**src/rtl/weight_pkg.sv**
```systemverilog
// Shared constants, types and LFSR step function for the weight initialiser.
// Network shape: 30 inputs x 5 hidden + 5 hidden x 3 outputs = 165 weights.
package weight_pkg;

  localparam int N_IN        = 30;
  localparam int N_HID       = 5;
  localparam int N_OUT       = 3;
  localparam int NUM_WEIGHTS = N_IN * N_HID + N_HID * N_OUT;
  localparam int WIDTH       = 10;
  localparam int ADDR_W      = 8;

  localparam logic [15:0] LFSR_MASK = 16'hB400;

  typedef logic signed [WIDTH-1:0] weight_t;

  typedef enum logic [1:0] {
    IDLE,
    WRITE,
    VERIFY,
    DONE
  } state_t;

  // One step of the right-shifting Galois LFSR.
  function automatic logic [15:0] lfsr_next(input logic [15:0] l);
    return (l >> 1) ^ (l[0] ? LFSR_MASK : 16'h0000);
  endfunction

endpackage

```
**src/rtl/weight_init_seq_if.sv**
```systemverilog
// Write/read port of the weight RAM. The sequencer is the master; the RAM is
// the slave and returns Q one cycle after Address is presented.
interface weight_init_seq_if #(
  parameter int WIDTH  = weight_pkg::WIDTH,
  parameter int ADDR_W = weight_pkg::ADDR_W
);

  logic signed [WIDTH-1:0] D;
  logic [ADDR_W-1:0]       Address;
  logic                    WE;
  logic signed [WIDTH-1:0] Q;

  modport master (output D, output Address, output WE, input Q);
  modport slave  (input D, input Address, input WE, output Q);

endinterface

```
**src/rtl/weight_lfsr.sv**
```systemverilog
// 16-bit Galois LFSR with seed on reset, parallel load and step enable.
// Used once for weight generation and, with readback enabled, as the replay copy.
module weight_lfsr
  import weight_pkg::*;
#(
  parameter logic [15:0] SEED = 16'hACE1
) (
  input  logic        Clock,
  input  logic        Rst,
  input  logic        load,
  input  logic [15:0] load_val,
  input  logic        step,
  output logic [15:0] state
);

  // Load has priority over step; only Rst restores the seed.
  always_ff @(posedge Clock or posedge Rst) begin
    // NOTE: sequential state uses <= so every flop samples pre-edge values.
    if (Rst)       state <= SEED;
    else if (load) state <= load_val;
    else if (step) state <= lfsr_next(state);
  end

endmodule

```
**src/rtl/weight_init_seq.sv**
```systemverilog
// Weight RAM initialiser: on Start, writes NUM_WEIGHTS pseudo-random signed
// weights to consecutive addresses, one per clock.
// Optional macro WEIGHT_READBACK_EN adds a VERIFY pass that reads every entry
// back and raises a sticky Error on any mismatch.
module weight_init_seq #(
  parameter int          NUM_WEIGHTS = weight_pkg::NUM_WEIGHTS,
  parameter int          WIDTH       = weight_pkg::WIDTH,
  parameter int          ADDR_W      = weight_pkg::ADDR_W,
  parameter logic [15:0] SEED        = 16'hACE1,
  parameter int          SCALE_SHIFT = 2
) (
  input  logic              Clock,
  input  logic              Rst,
  input  logic              Start,
  weight_init_seq_if.master ram,
  output logic              Busy,
  output logic              Done,
  output logic              Error
);

  import weight_pkg::*;

  localparam logic [ADDR_W-1:0] LAST_ADDR = ADDR_W'(NUM_WEIGHTS - 1);

  state_t                  state_q, state_d;
  logic [ADDR_W-1:0]       addr_q;
  logic signed [WIDTH-1:0] d_q;
  logic [15:0]             lfsr_q;
  logic                    accept;
  logic                    wr_step;
  logic                    last_addr;
  logic signed [WIDTH-1:0] raw_w;
  logic signed [WIDTH-1:0] weight;

  assign raw_w     = lfsr_q[WIDTH-1:0];
  assign weight    = raw_w >>> SCALE_SHIFT;
  assign last_addr = (addr_q == LAST_ADDR);

  weight_lfsr #(.SEED(SEED)) u_lfsr (
    .Clock    (Clock),
    .Rst      (Rst),
    .load     (1'b0),
    .load_val (16'h0000),
    .step     (wr_step),
    .state    (lfsr_q)
  );

`ifdef WEIGHT_READBACK_EN
  logic [15:0]             replay_q;
  logic signed [WIDTH-1:0] replay_raw;
  logic signed [WIDTH-1:0] replay_w;
  logic signed [WIDTH-1:0] exp_q;
  logic                    v_step;
  logic                    tail_q;
  logic                    cmp_vld_q;
  logic                    err_q;

  assign replay_raw = replay_q[WIDTH-1:0];
  assign replay_w   = replay_raw >>> SCALE_SHIFT;

  // Snapshot of the generator taken at Start, replayed during VERIFY.
  weight_lfsr #(.SEED(SEED)) u_replay (
    .Clock    (Clock),
    .Rst      (Rst),
    .load     (accept),
    .load_val (lfsr_q),
    .step     (v_step),
    .state    (replay_q)
  );
`endif

  // State register.
  always_ff @(posedge Clock or posedge Rst) begin
    if (Rst) state_q <= IDLE;
    else     state_q <= state_d;
  end

  // Next-state decode and per-state strobes.
  always_comb begin
    // NOTE: every output gets a default first so no path infers a latch.
    state_d = state_q;
    accept  = 1'b0;
    wr_step = 1'b0;
    ram.WE  = 1'b0;
    Busy    = 1'b0;
    Done    = 1'b0;
`ifdef WEIGHT_READBACK_EN
    v_step  = 1'b0;
`endif
    case (state_q)
      IDLE: begin
        if (Start) begin
          accept  = 1'b1;
          wr_step = 1'b1;
          state_d = WRITE;
        end
      end
      WRITE: begin
        ram.WE = 1'b1;
        Busy   = 1'b1;
        if (last_addr) begin
`ifdef WEIGHT_READBACK_EN
          state_d = VERIFY;
`else
          state_d = DONE;
`endif
        end else begin
          wr_step = 1'b1;
        end
      end
      VERIFY: begin
`ifdef WEIGHT_READBACK_EN
        Busy   = 1'b1;
        v_step = !tail_q;
        if (tail_q) state_d = DONE;
`else
        state_d = IDLE;
`endif
      end
      DONE: begin
        Done = 1'b1;
        if (Start) begin
          accept  = 1'b1;
          wr_step = 1'b1;
          state_d = WRITE;
        end
      end
      default: state_d = IDLE;
    endcase
  end

  // Address counter and weight register; both hold outside active phases.
  always_ff @(posedge Clock or posedge Rst) begin
    if (Rst) begin
      addr_q <= '0;
      d_q    <= '0;
    end else if (accept) begin
      addr_q <= '0;
      d_q    <= weight;
    end else if (state_q == WRITE) begin
      if (!last_addr) begin
        addr_q <= addr_q + ADDR_W'(1);
        d_q    <= weight;
      end
`ifdef WEIGHT_READBACK_EN
      else begin
        addr_q <= '0;
      end
    end else if (state_q == VERIFY && !tail_q && !last_addr) begin
      addr_q <= addr_q + ADDR_W'(1);
`endif
    end
  end

  assign ram.D       = d_q;
  assign ram.Address = addr_q;

`ifdef WEIGHT_READBACK_EN
  // Readback compare: Q for address k arrives the cycle after Address=k,
  // so the expected weight is staged one cycle in exp_q.
  always_ff @(posedge Clock or posedge Rst) begin
    if (Rst) begin
      exp_q     <= '0;
      tail_q    <= 1'b0;
      cmp_vld_q <= 1'b0;
      err_q     <= 1'b0;
    end else if (accept) begin
      tail_q    <= 1'b0;
      cmp_vld_q <= 1'b0;
      err_q     <= 1'b0;
    end else if (state_q == VERIFY) begin
      if (cmp_vld_q && (ram.Q != exp_q)) err_q <= 1'b1;
      if (!tail_q) begin
        exp_q     <= replay_w;
        cmp_vld_q <= 1'b1;
        if (last_addr) tail_q <= 1'b1;
      end
    end
  end

  assign Error = err_q;
`else
  logic unused_q;
  assign unused_q = ^ram.Q;
  assign Error    = 1'b0;
`endif

endmodule

```
**src/flat_wrapper.sv**
```systemverilog
// flat-port wrapper written by rule: the top's interface ports become plain ports
module weight_init_seq_flat import weight_pkg::*;
#(
  parameter int          NUM_WEIGHTS = weight_pkg::NUM_WEIGHTS,
  parameter int          WIDTH       = weight_pkg::WIDTH,
  parameter int          ADDR_W      = weight_pkg::ADDR_W,
  parameter logic [15:0] SEED        = 16'hACE1,
  parameter int          SCALE_SHIFT = 2
)
  (Clock, Rst, Start, Busy, Done, Error, ram_D, ram_Address, ram_WE, ram_Q);
  weight_init_seq_if #(.WIDTH(WIDTH), .ADDR_W(ADDR_W)) ram_i ();
  input  logic Clock;
  input  logic Rst;
  input  logic Start;
  output logic Busy;
  output logic Done;
  output logic Error;
  output wire logic [$bits(ram_i.D)-1:0] ram_D;
  output wire logic [$bits(ram_i.Address)-1:0] ram_Address;
  output wire logic [$bits(ram_i.WE)-1:0] ram_WE;
  input wire logic [$bits(ram_i.Q)-1:0] ram_Q;
  assign ram_D = ram_i.D;
  assign ram_Address = ram_i.Address;
  assign ram_WE = ram_i.WE;
  assign ram_i.Q = ram_Q;
  weight_init_seq #(.NUM_WEIGHTS(NUM_WEIGHTS), .WIDTH(WIDTH), .ADDR_W(ADDR_W), .SEED(SEED), .SCALE_SHIFT(SCALE_SHIFT)) u_core (.Clock(Clock), .Rst(Rst), .Start(Start), .ram(ram_i), .Busy(Busy), .Done(Done), .Error(Error));
endmodule
```
**config.mk**
```make
export PLATFORM = sky130hd
export DESIGN_NAME = weight_init_seq_flat
export DESIGN_NICKNAME = d
export VERILOG_FILES = /design/src/rtl/weight_pkg.sv /design/src/rtl/weight_init_seq_if.sv /design/src/rtl/weight_lfsr.sv /design/src/rtl/weight_init_seq.sv /design/src/flat_wrapper.sv
export SDC_FILE = /design/constraint.sdc
export NUM_CORES = 1
export LEC_CHECK = 0
export ABC_AREA = 1
export CAP_MARGIN = 5
export CORE_MARGIN = 5
export CORE_UTILIZATION = 51
export DETAILED_ROUTE_END_ITERATION = 16
export GPL_ROUTABILITY_DRIVEN = 1
export PLACE_DENSITY = 0.81
export REMOVE_ABC_BUFFERS = 1
export SLEW_MARGIN = 20
export SYNTH_ARGS = -nofsm -noshare
export SYNTH_HDL_FRONTEND = slang
export SYNTH_SLANG_ARGS = --single-unit
```
**constraint.sdc**
```tcl
create_clock -name Clock -period 1.8 [get_ports Clock]
set_input_delay 0.27 -clock Clock [delete_from_list [all_inputs] [get_ports Clock]]
set_output_delay 0.27 -clock Clock [all_outputs]
set_load 0.01 [all_outputs]
```
==> flow_metrics.py <==
metrics = {
    "placed_design": {
        "port_buffers": 23,
        "gp_congestion": 0.746,
        "place_inst": 271,
        "place_hpwl_mm": 2.24,
    },
    "power_and_ir_drop": {
        "power.internal_mw": 1.34,
        "worst_ir_drop_vdd_v": 0.000536,
        "p_sw_share_pct": 42.3,
        "p_sw_mw": 0.985,
        "combPwrFrac_pct": 42.5,
        "power.total_mw": 2.33,
        "p_per_area_nw_per_um2": 1110,
        "cellLeakagePower_nw": 1.07,
        "pwr-share-seq_pct": 37.9,
        "clock_power_share_pct": 19.6,
    },
    "critical_path": {
        "endpoint": "ram_Address[3]",
        "worst_setup_path_start_kind": "flip-flop",
        "cp.buffers_inverters": 1,
        "crit-reg2reg-launch": "u_core.state_q[0]",
        "rrSetupSlack_ps": 120,
        "rr_endpoint": "u_core.u_lfsr.state[14]",
        "critical-path-top-delay-family": "buffers and inverters",
        "cp_slowest_stage_delay_ps": 590,
        "cp_data_required_time_ps": 1530,
        "cp.depth": 1,
        "crit_fanout": 7,
        "slowest_stage": "clkdlybuf4s50_1",
        "path_cells": "clkdlybuf4s50_1",
        "path_class": "flip-flop to output pin",
        "critPathLaunch": "u_core.ram.Address[3]",
        "crit_arrival_ps": 1450,
        "worstSetupEndpointType": "output pin",
        "reg2regPathDepth": 7,
    },
    "synthesis": {
        "ys_warn_count": 0,
        "synth_compound_area_share_pct": 2.13,
        "ys_seq_elements": 34,
        "syn_area_um2": 1760,
        "synthCells": 209,
        "seq_area_frac_synth_pct": 48.9,
        "synth-simple-area-share_pct": 34.6,
        "syn_area_per_cell_um2": 8.43,
        "synth_top_family_by_area": "simple AND/OR/NAND/NOR gates",
        "synth_xor_xnor_area_share_pct": 1.99,
        "muxShareOfSynthArea_pct": 0,
        "ys_types": 24,
        "synthAdderAreaFrac_pct": 4.26,
    },
    "timing": {
        "timing.fmax_mhz": 580,
        "rsz0062_at_grt": "true",
        "drv_slew": 0,
        "tns_ps": 0,
        "fin_crit_ps": 1720,
        "setup_viol": 0,
        "post-route-period-util_pct": 95.8,
        "hold_slack_ps": 295,
        "finClkSkew_ps": 9.71,
        "finalHoldViolCount": 0,
    },
    "cells_and_area": {
        "drive_above_1_share_pct": 12.4,
        "fin_cells": 279,
        "n_antenna_cell": 0,
        "syn_to_final_growth_pct": 18.5,
        "layout.nets": 251,
    },
    "status": {
        "outcome": "completed",
    },
    "cts": {
        "clk_pin_slew_ps": 110,
        "tritoncts": "done",
        "post_cts_buffers": 0,
        "cts_sinks": 34,
        "htreeDepth": 2,
        "cts_root_buf": "clkbuf_4",
        "clk_path_buf_depth": 2,
        "clk_latency_ps": 350,
        "cts_made_buffers": 5,
    },
    "flow_run": {
        "cap_violations": 0,
    },
    "die": {
        "core_area_um2": 3340,
        "die_y_um": 68.8,
        "dieArea_um2": 4730,
        "initial_core_util_pct": 52.8,
        "rows": 21,
        "top_level_ports": 35,
        "die_x_um": 68.8,
    },
    "drt": {
        "drc": 0,
        "routed_via_density": 5.13,
        "routed_wl_mm": 3.26,
        "wl_per_cell_um": 11.7,
        "drt-initial-drc-count": 44,
        "antenna_left": 0,
        "vias": 1430,
        "dr.pass1.iters": 4,
    },
    "global_routing": {
        "grt_max_degree": 35,
        "grt_pass1_vias": 1284,
        "grtUsageTotal_pct": 16.1,
        "grt_antenna_before_repair": 0,
        "gr-total-overflow": 0,
        "grt_pass1_wl_mm": 5.56,
    },
    "worst_hold_path": {
        "hp-class": "input pin to async pin",
    },
}
==> state kept, by name, indices dropped and copies added (netlist names) <==
name                 cells
u_core.state_q           2
u_core.ram.D             8
u_core.u_lfsr.state     16
u_core.ram.Address       8
==> per-stage QoR <==
stage / util [%] / worst slack (ps) / instance area (um^2)
finish: 62.6 / 76.2 / 2090
global route: 62.6 / -0.407 / 2090
CTS: 62.1 / 50.7 / 2070
detailed placement: 60.3 / 89.7 / 2010
global placement: 60.3 / 106 / 2010
floorplan: - / 77.9 / 1680
==> synth_stat cells (all sizes together) <==
cell type / n / area share [%]
a21boi: 1 / 0.43
a21oi: 1 / 0.28
buf: 11 / 4.3
clkbuf: 2 / 0.43
clkinv: 1 / 0.21
conb: 1 / 0.21
dfrtp: 26 / 37
dfstp: 8 / 12
ha: 6 / 4.3
inv: 14 / 3.0
nand2: 82 / 18
nand3: 23 / 8.0
nand3b: 1 / 0.43
nand4: 16 / 5.7
nor2: 6 / 1.7
nor3: 1 / 0.92
o21ai: 5 / 1.4
xor2: 4 / 2.0
==> routing by layer <==
metal  up-vias  routed length, um  track usage (%)
met5         -                  0                0
met4         0                 44             6.57
met3         5                144             5.35
met2        24               1640             26.2
met1       687               1440             19.5
li1        714                  -                -
==> power groups by stage <==
stage               clock (mW)  sequential (mW)  combinational (mW)
CTS                      0.471            0.883               0.962
finish                   0.456            0.882               0.990
detailed placement           0            0.897               0.976
global route             0.505            0.893                1.11
floorplan                    0            0.894               0.608
global placement             0            0.894               0.969
==> final cells by class <==
cell class	count	area, um^2
inverter	15	56.3
timing repair buffer	29	275
clock buffer	6	51.3
sequential	34	861
clock inverter	2	12.5
tap	46	57.6
multi-input combinational	147	774
fill	302	1250
==> what timing repair did <==
action | 4_1_cts | 5_1_grt
endpoints found under the hold margin | 0 | 0
gates resized for setup | 2 | 3
endpoints found under the setup margin | 2 | 17
pin swaps | 0 | 0
hold buffers | 0 | 0
cloned | 0 | 0
==> how the worst min path moves through the flow <==
stage	to	depth (start not counted)	slack, ps	startpoint
floorplan	u_core.ram.Address[0]	1	410	Rst
global placement	u_core.u_lfsr.state[15]	2	460	u_core.u_lfsr.state[15]
detailed placement	u_core.u_lfsr.state[10]	2	460	u_core.u_lfsr.state[10]
CTS	u_core.u_lfsr.state[1]	3	300	Rst
global route	u_core.u_lfsr.state[1]	3	310	Rst
finish	u_core.ram.D[1]	3	300	Rst
==> kinds of logic after synthesis <==
kind of cell | after synthesis
xor+xnor | 4
fa+ha+maj | 6
compound gates | 7
flops | 34
other cells | 1
simple gates | 129
buf+inv | 28
==> placed cells by master (no fill, tap or decap), types with 2 or more instances in the layout <==
master and instances:
nand2_1 79, clkbuf_4 5, clkdlybuf4s50_1 20, nand3_1 21, nand2_2 2, nor2_1 5, dlygate4sd2_1 2, nand4_1 16
ha_1 6, inv_1 14, o21ai_0 2, o21ai_1 3, buf_4 6, xor2_1 4, dfrtp_1 26, nand3_4 2
dfstp_2 8
(Power assumes the default switching activity.)
